<file path="config.mk">
export PLATFORM = sky130hd
export DESIGN_NAME = run_dump_ctrl
export DESIGN_NICKNAME = d
export VERILOG_FILES = /design/src/rtl/run_dump_ctrl.sv
export SDC_FILE = /design/constraint.sdc
export NUM_CORES = 1
export LEC_CHECK = 0
export BUFFER_PORTS_ARGS = -buffer_cell sky130_fd_sc_hd__buf_2
export CAP_MARGIN = 20
export CORE_MARGIN = 3
export CORE_UTILIZATION = 40
export DETAILED_ROUTE_END_ITERATION = 10
export PLACE_DENSITY = 0.7
export SYNTH_ARGS = -nofsm -noshare
export SYNTH_HDL_FRONTEND = slang
export SYNTH_SLANG_ARGS = --single-unit
</file>
<file path="constraint.sdc">
create_clock -name clk -period 2.49 [get_ports clk]
set_input_delay 0.498 -clock clk [delete_from_list [all_inputs] [get_ports clk]]
set_output_delay 0.498 -clock clk [all_outputs]
set_load 0.005 [all_outputs]
</file>
<file path="src/rtl/run_dump_ctrl.sv">
// run_dump_ctrl: resets and runs a processor for a bounded cycle count, then streams out its register file.
module run_dump_ctrl #(
  parameter int XLEN      = 32,
  parameter int NREGS     = 32,
  parameter int FIRST_REG = 1,
  parameter int CW        = 16
) (
  input  logic                       clk,
  input  logic                       rst,
  input  logic                       start,
  input  logic [CW-1:0]              run_cycles,
  input  logic                       halt_req,
  output logic                       cpu_rst,
  output logic                       cpu_en,
  output logic [$clog2(NREGS)-1:0]   rf_raddr,
  input  logic [XLEN-1:0]            rf_rdata,
  output logic                       dump_valid,
  input  logic                       dump_ready,
  output logic [$clog2(NREGS)-1:0]   dump_idx,
  output logic [XLEN-1:0]            dump_data,
  output logic [CW-1:0]              cycles_run,
  output logic                       halted,
  output logic                       busy,
  output logic                       done
);
  localparam int AW = $clog2(NREGS);
  typedef enum logic [2:0] {IDLE, RESET, RUN, DUMP, DONE} state_t;
  state_t state, nxt;
  logic [CW-1:0] limit;
  logic [AW-1:0] idx;
  logic xfer, last;
  assign xfer       = (state == DUMP) && dump_ready;
  assign last       = idx == AW'(NREGS - 1);
  assign cpu_rst    = ~rst | (state == RESET);
  assign cpu_en     = (state == RUN) && !halt_req;
  assign dump_valid = state == DUMP;
  assign rf_raddr   = idx;
  assign dump_idx   = idx;
  assign dump_data  = rf_rdata;
  assign busy       = state != IDLE;
  assign done       = state == DONE;
  always_comb begin
    nxt = state;
    case (state)
      IDLE:    nxt = start ? RESET : IDLE;
      RESET:   nxt = (limit != '0) ? RUN : DUMP;
      RUN:     nxt = (halt_req || cycles_run + CW'(1) == limit) ? DUMP : RUN;
      DUMP:    nxt = (xfer && last) ? DONE : DUMP;
      default: nxt = IDLE;
    endcase
  end
  always_ff @(posedge clk or negedge rst) begin
    if (!rst) begin
      state      <= IDLE;
      limit      <= '0;
      cycles_run <= '0;
      halted     <= 1'b0;
      idx        <= AW'(FIRST_REG);
    end else begin
      state <= nxt;
      if (state == IDLE && start) begin
        limit      <= run_cycles;
        cycles_run <= '0;
        halted     <= 1'b0;
      end
      if (state == RUN && halt_req)
        halted <= 1'b1;
      else if (state == RUN)
        cycles_run <= cycles_run + CW'(1);
      // index parks at FIRST_REG outside DUMP so every dump starts there
      idx <= (state != DUMP || (xfer && last)) ? AW'(FIRST_REG) : idx + AW'(xfer);
    end
  end
endmodule

</file>
==> metrics.csv <==
metric,value,unit
status,"finished, final reports clean",
post-synthesis simple-gate area fraction,18.25,%
cts bufs inserted,5,
final hold slack,0.2832,ns
post-synthesis average cell area,9.488,µm²
Synth Area in XOR/XNOR,9.538,%
setup TNS,0,ns
Net Sw Frac,39.02,%
largest net degree at the start of global routing,42,
Synth Warn #,0,
"Arr. time, crit path",2.36,ns
fmax,0.4625,GHz
CP Class,reg -> reg,
GRT Util Overall,15.51,%
placer congestion estimate,0.9125,
Routed WL,5636,µm
flop-to-flop setup slack,0.33,ns
total grt overflow,0,
# rows,28,
worst-margin pin slew,0.5308,ns
mux cell area share after synthesis,7.786,%
Die Ht,86.18,µm
leakage power,1.238,nW
DR iter-0 viols,128,
Skew-Pair Late Insertion Delay,0.30,ns
Via Count,1958,
"Data required, critical path",2.68,ns
port bufs,52,
H-tree Lvls,2,
Internal Pwr Total,1.595,mW
unrepaired setup endpoints after global routing,false,
Post-CTS Setup Bufs,0,
core area,6061,µm²
CTS Sinks,41,
antenna-violating nets left,0,
share of synthesized registers carrying an async set or reset,100.0,%
clk_skew,0.008400,ns
Synth Instances,271,
total power,2.616,mW
area delta synth->final,6.764,%
Pre-Repair DR Iteration Count,4,
pre-CTS setup slack,0.3595,ns
"Core Util, Final",45.29,%
worst vdd ir,442.9,µV
DIE AREA,7426,µm²
vias in the first global route,1842,
Worst setup SP type,register,
CTS Hold Buffers Added,0,
synthesized area,2571,µm²
total I/O pin count,117,
Tightest Hold Check Type,in -> async,
Compound-Gate Fraction of Synth Area,9.976,%
number of remaining DRC errors,0,
Max-Cap Viols,0,
final net count,346,
n_diodes,0,
Synth Flop Type,dfrtp_1,
Max Root-Sink Buffers,2,
sequential cell area fraction in the yosys report,39.95,%
Syn Nets,327,
CTS root buffer,clkbuf_8,
Yosys cell types,40,
"Setup violations, final",0,
Slew headroom,64.61,%
CTS tree,yes,
Pwr per Cell Area,953.0,nW/µm²
Final period util,86.83,%
nature of the critical path endpoint,register,
NetSw,1.021,mW
drt wl/cell,15.40,µm
Final min period,2.162,ns
largest family of logic cells by synthesized area,simple AND/OR/NAND/NOR gates,
hpwl dp,4153,µm
first-pass GRT wire length,9128,µm
final setup margin,0.3280,ns
DIE WIDTH,86.18,µm
#FFs+latches synth,41,
share of cells above drive strength 1,31.96,%
Max Slew Vio Count,0,
"CTS clk-pin slew, worst paths",0.09,ns
initial core utilization,42.42,%
detail-routed via count per cell,5.350,
clock share of power,17.5,%
register share of total power,43.4,%
post_cts resized,0,
Post-synth EDFFs,0,
antenna violations before repair,0,
Adder-Cell Fraction of Synth Area,1.460,%
"Hold Vio Cnt, Final",0,
Crit Path Max Fanout,8,
combinational share of power,39.1,%
==> path summary, 6_finish.rpt <==
| kind | start | end | cells after the start |
|---|---|---|---|
| setup / recovery | cycles_run[0] | state[0] | 7 |
| hold / removal | rst | cycles_run[8] | 2 |
| setup reg to reg | cycles_run[0] | state[0] | 7 |
| hold reg to reg | state[2] | state[1] | 1 |
| max in group asynchronous | rst | halted | 2 |
| min in group clk | run_cycles[12] | limit[12] | 2 |
==> metrics by stage <==
stage	area [µm²]	std cells
final	2745	366
after global routing	2745	366
after CTS	2745	366
after detailed placement	2654	358
after global placement	2654	358
after floorplan	2571	271
==> worst max-delay path, stage by stage (launching register included) <==
cell     delay (ns)
dfrtp_1        0.49
ha_1           0.32
nand4_1        0.16
nor2_1         0.34
mux2i_1        0.27
mux2i_1        0.09
a21o_1         0.19
a31o_1         0.19
==> cells in the mapped netlist (2+ instances only) <==
cell	instances	share of area, %
nand2_1	24	3.5
o21ai_0	20	3.9
a21oi_1	6	1.2
or2_2	2	0.49
nand3_1	12	2.3
a21o_1	2	0.58
nor3b_1	2	0.58
nor3_1	3	0.58
nor3_2	2	0.78
nand4_1	7	1.7
xnor2_1	17	5.8
nor2_1	15	2.2
buf_2	7	1.4
xor2_1	11	3.7
inv_1	2	0.29
dfrtp_1	40	39
clkbuf_1	3	0.44
o31ai_1	8	2.3
mux2i_1	2	0.78
ha_1	3	1.5
buf_4	37	11
a31oi_1	2	0.49
and2_1	6	1.5
nor4_1	5	1.2
mux2_2	16	7.0
and3_1	3	0.73
==> cell type report <==
class                           count  area [µm²]
Timing Repair Buffer               59       312.8
Tap cell                           75       93.84
Sequential cell                    41        1027
Fill cell                         599        3316
Multi-Input combinational cell    180        1209
Clock inverter                      3       22.52
Clock buffer                        5       68.82
Inverter                            3       11.26
==> routing by layer <==
layer,wire [µm],global-route usage [%]
met1,2659,21.78
met2,2480,22.63
met3,376,3.992
met4,120,6.657
met5,0,0
==> cells in the final DEF (no fill, tap or decap), drive strengths merged, types with 7 or more instances in the layout <==
master,instances
dfrtp,40
xnor2,17
nand2,24
xor2,11
o31ai,8
nand4,7
mux2,16
nand3,12
o21ai,21
buf,59
nor2,16
==> kinds of logic after synthesis <==
group	Yosys count
mux	18
fa+ha+maj	3
buf+inv	50
flops	41
compound gates	43
simple gates	88
xor+xnor	28
==> flip-flops by register name, indices dropped and copies added (netlist names) <==
register	flops
cycles_run	16
state	3
dump_idx	5
halted	1
limit	16
==> power by group through the flow <==
stage	sequential [mW]	clock [mW]	combinational, mW
final	1.14	0.457	1.02
after CTS	1.13	0.476	1.03
after floorplan	1.07	0	0.798
after global routing	1.18	0.494	1.14
after global placement	1.14	0	1.00
after detailed placement	1.15	0	1.02
No activity file was read; power rests on OpenSTA's default activity.
